$ cat src/rtl/rf_dump_ctrl.sv
// rf_dump_ctrl: scans a register range through both RF read ports and streams (addr, data) beats.
// Optional RF_DUMP_CSUM_EN adds dump_csum, the XOR of all beat data retired in the current dump.
module rf_dump_ctrl #(
    parameter int NUM_REGS = 32,
    parameter int ADDR_W   = $clog2(NUM_REGS),
    parameter int DATA_W   = 32
) (
    input  logic              clk,
    input  logic              rst_n,
    input  logic              start,
    input  logic [ADDR_W-1:0] first_reg,
    input  logic [ADDR_W-1:0] last_reg,
    output logic              busy,
    output logic              done,
    output logic [ADDR_W-1:0] reg_s1,
    output logic [ADDR_W-1:0] reg_s2,
    input  logic [DATA_W-1:0] reg_d1,
    input  logic [DATA_W-1:0] reg_d2,
    output logic              dump_valid,
    input  logic              dump_ready,
    output logic [ADDR_W-1:0] dump_addr,
    output logic [DATA_W-1:0] dump_data
`ifdef RF_DUMP_CSUM_EN
    ,
    output logic [DATA_W-1:0] dump_csum
`endif
);

    typedef enum logic [1:0] {IDLE, FETCH, DRAIN, DONE} state_t;

    state_t            state_q, state_d;
    logic [ADDR_W-1:0] ptr_q, ptr_d, s1_q, s1_d, s2_q, s2_d, base_q, base_d;
    logic [ADDR_W:0]   rem_q, rem_d, span;
    logic [DATA_W-1:0] buf0_q, buf0_d, buf1_q, buf1_d;
    logic              two_q, two_d, idx_q, idx_d;
    logic              accept, retire, last_beat, take2;
`ifdef RF_DUMP_CSUM_EN
    logic [DATA_W-1:0] csum_q, csum_d;
`endif

    function automatic logic [ADDR_W-1:0] inc(input logic [ADDR_W-1:0] a);
        return (a == ADDR_W'(NUM_REGS - 1)) ? '0 : a + 1'b1;
    endfunction

    assign accept    = (state_q == IDLE) && start;
    assign retire    = (state_q == DRAIN) && dump_ready;
    assign last_beat = (idx_q == two_q);
    assign take2     = (rem_q >= (ADDR_W+1)'(2));
    // Inclusive range length, wrapping past the top of the register file
    assign span = {1'b0, last_reg} - {1'b0, first_reg} + (ADDR_W+1)'(1)
                + ((last_reg < first_reg) ? (ADDR_W+1)'(NUM_REGS) : '0);

    always_ff @(posedge clk or negedge rst_n) begin
        if (!rst_n) begin
            state_q <= IDLE;
            ptr_q   <= '0;
            s1_q    <= '0;
            s2_q    <= '0;
            base_q  <= '0;
            rem_q   <= '0;
            buf0_q  <= '0;
            buf1_q  <= '0;
            two_q   <= 1'b0;
            idx_q   <= 1'b0;
`ifdef RF_DUMP_CSUM_EN
            csum_q  <= '0;
`endif
        end else begin
            state_q <= state_d;
            ptr_q   <= ptr_d;
            s1_q    <= s1_d;
            s2_q    <= s2_d;
            base_q  <= base_d;
            rem_q   <= rem_d;
            buf0_q  <= buf0_d;
            buf1_q  <= buf1_d;
            two_q   <= two_d;
            idx_q   <= idx_d;
`ifdef RF_DUMP_CSUM_EN
            csum_q  <= csum_d;
`endif
        end
    end

    always_comb begin
        state_d = state_q;
        case (state_q)
            IDLE:    state_d = start ? FETCH : IDLE;
            FETCH:   state_d = DRAIN;
            DRAIN:   state_d = (retire && last_beat) ? ((rem_q != '0) ? FETCH : DONE) : DRAIN;
            default: state_d = IDLE;
        endcase
    end

    always_comb begin
        ptr_d  = ptr_q;
        s1_d   = s1_q;
        s2_d   = s2_q;
        base_d = base_q;
        rem_d  = rem_q;
        buf0_d = buf0_q;
        buf1_d = buf1_q;
        two_d  = two_q;
        idx_d  = idx_q;
`ifdef RF_DUMP_CSUM_EN
        csum_d = csum_q;
`endif
        if (accept) begin
            ptr_d = first_reg;
            rem_d = span;
            s1_d  = first_reg;
            s2_d  = inc(first_reg);
`ifdef RF_DUMP_CSUM_EN
            csum_d = '0;
`endif
        end
        if (state_q == FETCH) begin
            buf0_d = reg_d1;
            buf1_d = take2 ? reg_d2 : buf1_q;
            two_d  = take2;
            idx_d  = 1'b0;
            base_d = ptr_q;
            ptr_d  = take2 ? inc(inc(ptr_q)) : inc(ptr_q);
            rem_d  = rem_q - (take2 ? (ADDR_W+1)'(2) : (ADDR_W+1)'(1));
        end
        if (retire) begin
            idx_d = 1'b1;
`ifdef RF_DUMP_CSUM_EN
            csum_d = csum_q ^ dump_data;
`endif
            // Point the read ports at the next pair ahead of the refetch
            if (last_beat && rem_q != '0) begin
                s1_d = ptr_q;
                s2_d = inc(ptr_q);
            end
        end
    end

    always_comb begin
        busy       = (state_q != IDLE);
        done       = (state_q == DONE);
        dump_valid = (state_q == DRAIN);
        reg_s1     = s1_q;
        reg_s2     = s2_q;
        dump_addr  = idx_q ? inc(base_q) : base_q;
        dump_data  = idx_q ? buf1_q : buf0_q;
    end

`ifdef RF_DUMP_CSUM_EN
    assign dump_csum = csum_q;
`endif

endmodule

$ cat config.mk
export PLATFORM = sky130hd
export DESIGN_NAME = rf_dump_ctrl
export DESIGN_NICKNAME = d
export VERILOG_FILES = /design/src/rtl/rf_dump_ctrl.sv
export SDC_FILE = /design/constraint.sdc
export NUM_CORES = 1
export LEC_CHECK = 0
export BUFFER_PORTS_ARGS = -buffer_cell sky130_fd_sc_hd__buf_2
export CORE_ASPECT_RATIO = 1.2
export CORE_MARGIN = 4
export CORE_UTILIZATION = 48
export CTS_CLUSTER_SIZE = 12
export DETAILED_ROUTE_END_ITERATION = 8
export GPL_TIMING_DRIVEN = 0
export PLACE_DENSITY = 0.77
export SYNTH_ARGS = -nofsm -noshare
export SYNTH_HDL_FRONTEND = slang
export SYNTH_SLANG_ARGS = --single-unit
$ cat constraint.sdc
create_clock -name clk -period 2.08 [get_ports clk]
set_input_delay 0.312 -clock clk [delete_from_list [all_inputs] [get_ports clk]]
set_output_delay 0.312 -clock clk [all_outputs]
set_load 0.1 [all_outputs]
==> impl_metrics.yaml, run 1 <==
status:
  status: "finished with violations"
  violations: "setup timing"
clock_tree:
  clock_tree.buffer_depth: 2
  worstSkewPairLatency_ns: 0.34
  htree_num_levels: 3
  worst_setup_hold_path_clk_slew_ns: 0.07
  cts.root.buffer_cell: "sky130_fd_sc_hd__clkbuf_16"
  cts.sinks: 94
  cts_inserted_buffers: 9
  clock_tree_from_tritoncts: "built"
timing:
  maxClockFrequency_mhz: 468
  max_slew_margin_pct: 64.5
  finalMaxSlewViolations: 0
  timing.final.hold_violations: 0
  setup_viol: 3
  worst_case_setup_margin_in_the_final_layout_ns: -0.0584
  final.setup_skew_ns: 0.00890
  worstMarginPinSlew_ns: 0.533
  period_share_pct: 103
  setup_repair_after_global_routing_missed_its_margin: "yes"
  setup_total_negative_slack_ns: -0.111
  finalWorstPathRequiredPeriod_ns: 2.14
worst_setup_path:
  criticalPathCategory: "flop to output port"
  critPathLaunchType: "flop"
  critical_path.endpoint_type: "output port"
  critPathArrivalTime_ns: 1.83
  critPathRequiredTime_ns: 1.77
  crit_fanout: 3
  r2r_setup_slack_ns: 0.05
yosys:
  dominantRegCellSynth: "sky130_fd_sc_hd__dfrtp_1"
  yosys-top-cells-area: "sky130_fd_sc_hd__dfrtp_1, sky130_fd_sc_hd__nand2_1, sky130_fd_sc_hd__mux2_2, sky130_fd_sc_hd__ha_1, sky130_fd_sc_hd__a21oi_1"
  synthCells: 546
  post_synth_most_frequent_cells: "sky130_fd_sc_hd__nand2_1, sky130_fd_sc_hd__dfrtp_1, sky130_fd_sc_hd__mux2_2"
  post_synth.cell_area_avg_sq_um: 8.96
  synthArstFlopShare_pct: 100
  ys_seq_area_share_pct: 48.1
  count_leader_synth: "sky130_fd_sc_hd__nand2_1"
  synth_enable_flop_cells: 0
  ys_types: 48
  synth_top_area_share_pct: 48.1
  synthesis.area_sq_mm: 0.00489
  most_area_hungry_cell_type_in_the_yosys_netlist: "sky130_fd_sc_hd__dfrtp_1"
  synth.ff_latch_count: 94
  ys_warn_count: 0
  syn-num-nets: 648
placed_design:
  total_half_perimeter_wirelength_after_legalization_and_detailed_placement_um: 9510
  number_of_buffers_added_on_ports: 127
  gpl.final_weighted_congestion: 0.886
  detailedPlace.worstSlack_ns: -0.299
power_and_ir_drop:
  power_density_mw_per_mm2: 597
  total_power_mw: 3.77
  peak_supply_drop_v: 0.000330
  power.static_leakage_nw: 2.99
drt:
  detail_route.wl_per_cell_um: 16.0
  drt_drc_violations_left: 0
  postRouteWirelength_um: 13200
  drt_pass1_iterations: 4
  drt-vias-per-instance: 5.27
  detailroute.via_count: 4340
  antenna_violating_nets_post_route: 0
  initialDrtViolationCount: 178
final_layout:
  area_growth_pct: 29.2
  final_net_count: 795
  final_core_utilization_pct: 63.4
  fill_cells: 845
  num_antenna_cells: 0
  post_route_cells_drive_above_1_share_pct: 32.7
floorplanning:
  chipWidth_um: 100
  core_sq_mm: 0.00996
  floorplan.die_area_sq_mm: 0.0119
  ioPinCount: 128
  initial_core_util_pct: 49.1
  dieHeight_um: 119
  row_count: 40
global_routing:
  first_pass_grt_wire_length_um: 21600
  grt_overflow: 0
  grt_antenna_before_repair: 0
  groute.usage.overall_pct: 22.7
  maximum_number_of_pins_on_one_net_before_global_route_repair: 72
  via_count_of_the_first_global_routing_pass: 4469
hold_path:
  worstHoldPathType: "input pin to flop"
job:
  timing.max_cap.violations: 0
## kinds of logic (layout without fill, tap and decap cells)
logic type	count (synthesis)	in the layout	share of synthesized area [%]
simple gates	272	272	22.7
buf+inv	48	200	4.43
xor+xnor	10	10	1.79
compound gates	59	59	7.50
fa+ha+maj	24	24	6.60
flops	94	94	48.1
mux	39	39	8.85
## critical path, cell delays in order (launching register included)
cell,delay [ns]
sky130_fd_sc_hd__dfrtp_1,0.39
sky130_fd_sc_hd__ha_2,0.20
sky130_fd_sc_hd__and3_4,0.19
sky130_fd_sc_hd__ha_4,0.17
sky130_fd_sc_hd__o21ai_2,0.14
sky130_fd_sc_hd__nand2_1,0.11
sky130_fd_sc_hd__o21ai_4,0.09
sky130_fd_sc_hd__buf_12,0.19
## through the flow
stage	area (sq um)	instances	hold slack, ns
final	6320	824	0.155
after global routing	6320	824	0.148
after CTS	6210	822	0.152
after detailed placement	5740	800	0.238
after global placement	5710	799	0.452
after floorplan	4910	546	0.0164
## where the power goes
part	leakage (nW)	internal, mW	switching, mW
clock network	0.136	0.935	0.693
logic	1.92	0.122	0.171
registers	0.929	1.84	0.00999
## final timing paths
path                           start            to  cells past startpoint
max                        base_q[0]  dump_addr[3]                      7
min                        reg_d1[8]     buf0_q[8]                      3
max reg2reg                 ptr_q[0]      ptr_q[3]                      7
min reg2reg                buf0_q[0]     buf0_q[0]                      2
max in group asynchronous      rst_n      rem_q[2]                      3
min in group asynchronous      rst_n    buf0_q[22]                      2
## per-layer routing
metal | vias to the layer above | global-route usage (%) | part of all wire (%)
met5 | - | 0 | 0
met4 | 0 | 7.25 | 2.9
met3 | 40 | 4.55 | 5.3
met2 | 135 | 39.2 | 51
met1 | 2098 | 28.3 | 41
li1 | 2067 | - | -
## final cells by class
class | count | area, sq um | share of cell area (%)
Timing Repair Buffer | 137 | 840 | 13.3
Sequential cell | 94 | 2360 | 37.3
Clock inverter | 5 | 58.8 | 0.931
Multi-Input combinational cell | 404 | 2440 | 38.6
Tap cell | 126 | 158 | 2.50
Inverter | 22 | 90.1 | 1.43
Clock buffer | 11 | 233 | 3.68
Buffer | 25 | 144 | 2.28
## flip-flops by register name, indices dropped and copies added (netlist names)
| signal | count |
|---|---|
| base_q | 5 |
| buf0_q | 32 |
| buf1_q | 32 |
| idx_q | 1 |
| ptr_q | 5 |
| reg_s1 | 5 |
| reg_s2 | 5 |
| rem_q | 6 |
| state_q | 2 |
| two_q | 1 |
## placed cells by master, fill, tap and decap left out, types with 9 or more instances in the layout
cell type,count
sky130_fd_sc_hd__inv_1,21
sky130_fd_sc_hd__buf_6,10
sky130_fd_sc_hd__buf_4,18
sky130_fd_sc_hd__a21oi_1,15
sky130_fd_sc_hd__clkbuf_16,9
sky130_fd_sc_hd__clkbuf_1,11
sky130_fd_sc_hd__buf_2,112
sky130_fd_sc_hd__mux2_2,34
sky130_fd_sc_hd__o21ai_1,13
sky130_fd_sc_hd__nor2_1,14
sky130_fd_sc_hd__nand2_1,223
sky130_fd_sc_hd__dfrtp_1,91
sky130_fd_sc_hd__ha_1,17
## what timing repair did
action	4_1_cts	5_1_grt
gates resized for setup	41	28
endpoints found under the setup margin	33	22
setup buffers	6	2
pin swaps	5	8
hold buffers	1	0
hold endpoints to repair	23	0
Power figures use the tool's default switching activity.
==> run 2: changes to the inputs <==
--- a/config.mk
+++ b/config.mk
@@ -6,13 +6,15 @@
 export NUM_CORES = 1
 export LEC_CHECK = 0
 export BUFFER_PORTS_ARGS = -buffer_cell sky130_fd_sc_hd__buf_2
+export CELL_PAD_IN_SITES_DETAIL_PLACEMENT = 2
+export CELL_PAD_IN_SITES_GLOBAL_PLACEMENT = 2
 export CORE_ASPECT_RATIO = 1.2
 export CORE_MARGIN = 4
-export CORE_UTILIZATION = 48
+export CORE_UTILIZATION = 28
 export CTS_CLUSTER_SIZE = 12
 export DETAILED_ROUTE_END_ITERATION = 8
 export GPL_TIMING_DRIVEN = 0
-export PLACE_DENSITY = 0.77
+export PLACE_DENSITY_LB_ADDON = 0.1
 export SYNTH_ARGS = -nofsm -noshare
 export SYNTH_HDL_FRONTEND = slang
 export SYNTH_SLANG_ARGS = --single-unit
==> run 2 against run 1 <==
  * The run still ends with setup timing left
  * Routed wire length is 22% higher
  * Critical path depth unchanged
  * Non-clock buffer count up 3
  * Via count shrank 1.1%
  * Count of clock-buffer cells in the layout fell by 2
==> impl_metrics.yaml, run 2 (same netlist as run 1, synthesis figures left out) <==
clock_tree:
  clock_tree_from_tritoncts: "built"
  clock_tree.buffer_depth: 2
  worst_setup_hold_path_clk_slew_ns: 0.07
  cts.sinks: 94
  cts_inserted_buffers: 9
  htree_num_levels: 3
  cts.root.buffer_cell: "sky130_fd_sc_hd__clkbuf_16"
  worstSkewPairLatency_ns: 0.35
worst_setup_path:
  worst-path-buf-inv: 1
  biggest_cell_delay_along_the_critical_path_ns: 0.40
  crit_chain: "ha_2 > and3_4 > ha_4 > nor2_4 > nand2_2 > o21ai_4 > buf_12"
  critPathArrivalTime_ns: 1.80
  critical_path.endpoint_type: "output port"
  cpMaxStageDelayCell: "sky130_fd_sc_hd__dfrtp_1"
  rr_startpoint: "ptr_q[0]"
  critPathRequiredTime_ns: 1.77
  critical-path-top-delay-family: "flip-flops"
  criticalPathCategory: "flop to output port"
  crit_fanout: 3
  startpoint: "base_q[0]"
  critPathLaunchType: "flop"
drt:
  drt_drc_violations_left: 0
  antenna_violating_nets_post_route: 0
  drt_pass1_iterations: 4
  initialDrtViolationCount: 81
  detail_route.wl_per_cell_um: 17.6
  postRouteWirelength_um: 16100
  detailroute.via_count: 4293
  drt-vias-per-instance: 4.69
timing:
  final.setup_skew_ns: 0.00836
  finalWorstPathRequiredPeriod_ns: 2.11
  max_slew_margin_pct: 59.3
  maxClockFrequency_mhz: 473
  timing.final.hold_violations: 0
  worst_case_setup_margin_in_the_final_layout_ns: -0.0348
  fin_worst_hold_slack_ns: 0.151
  finalMaxSlewViolations: 0
  setup_viol: 2
  setup_total_negative_slack_ns: -0.0521
  period_share_pct: 102
  setup_repair_after_global_routing_missed_its_margin: "yes"
  worstMarginPinSlew_ns: 0.611
global_routing:
  maximum_number_of_pins_on_one_net_before_global_route_repair: 57
  via_count_of_the_first_global_routing_pass: 5031
  grt_overflow: 0
  first_pass_grt_wire_length_um: 26300
  grt_antenna_before_repair: 1
  groute.usage.overall_pct: 17.0
floorplanning:
  core_sq_mm: 0.0170
  row_count: 52
  initial_core_util_pct: 28.8
  dieHeight_um: 153
  ioPinCount: 128
  floorplan.die_area_sq_mm: 0.0197
  chipWidth_um: 129
final_layout:
  final_cells: 916
  final_core_utilization_pct: 37.7
  layout.cells.most_common_list: "sky130_fd_sc_hd__nand2_1, sky130_fd_sc_hd__buf_2, sky130_fd_sc_hd__dfrtp_1, sky130_fd_sc_hd__mux2_2, sky130_fd_sc_hd__buf_4"
  final_net_count: 798
  num_antenna_cells: 0
  final_design_area_no_fill_sq_mm: 0.00640
  area_growth_pct: 30.8
  biggestRegsByFlops: "buf0_q (32), buf1_q (32), rem_q (6)"
  post_route_cells_drive_above_1_share_pct: 34.0
  fill_cells: 1901
  final_common_cell: "sky130_fd_sc_hd__nand2_1"
job:
  timing.max_cap.violations: 0
power_and_ir_drop:
  peak_supply_drop_v: 0.000297
  power_density_mw_per_mm2: 582
  power.static_leakage_nw: 2.97
  total_power_mw: 3.72
placed_design:
  gpl.final_weighted_congestion: 0.716
  detailedPlace.worstSlack_ns: -0.438
  dp_cells: 890
  total_half_perimeter_wirelength_after_legalization_and_detailed_placement_um: 11900
  post_dp_cell_area_sq_mm: 0.00585
  number_of_buffers_added_on_ports: 127
hold_path:
  hold_path_startpoint: "reg_d2[0]"
  worstHoldPathType: "input pin to flop"
status:
  violations: "setup timing"
  status: "finished with violations"
run 2: area by class of cell:
type | instances | area (sq um) | area share, %
clock inverters | 6 | 38.8 | 0.606
inverters | 22 | 90.1 | 1.41
clock buffers | 9 | 225 | 3.52
flip-flops and latches | 94 | 2360 | 36.9
plain buffers | 25 | 144 | 2.25
well taps | 216 | 270 | 4.23
repair buffers | 140 | 815 | 12.7
multi-input cells | 404 | 2460 | 38.4
run 2: layer usage:
layer,routed length [um],global-route usage (%)
met1,6810,20.7
met2,8210,29.9
met3,816,3.65
met4,235,5.25
met5,7,0
run 2: path summary, 6_finish.rpt:
kind	endpoint	depth (start not counted)	slack (ns)
setup reg to reg	ptr_q[3]	7	0.07
max in group asynchronous	ptr_q[0]	3	0.89
min in group asynchronous	buf0_q[26]	2	0.48
hold reg to reg	buf1_q[10]	2	0.47
setup / recovery	dump_addr[3]	7	-0.03
hold / removal	buf1_q[0]	3	0.15
run 2: worst reg2reg max path, stage by stage, from the launching register on:
cell and delay, ns:
sky130_fd_sc_hd__dfrtp_2 0.41, sky130_fd_sc_hd__ha_2 0.20, sky130_fd_sc_hd__and3_2 0.24, sky130_fd_sc_hd__ha_4 0.18, sky130_fd_sc_hd__or4_4 0.52, sky130_fd_sc_hd__nor2_2 0.09
sky130_fd_sc_hd__mux2i_1 0.08, sky130_fd_sc_hd__o31ai_2 0.19
run 2: what timing repair did:
item	in CTS	in global routing
setup endpoints to repair	45	15
hold endpoints to repair	38	0
hold buffers	1	0
pin swaps	6	8
gates resized for setup	40	16
buffers inserted	5	6
run 2: report_power, final:
part,switching (mW),internal (mW)
clock,0.755,0.803
sequential,0.0105,1.84
combinational,0.184,0.131
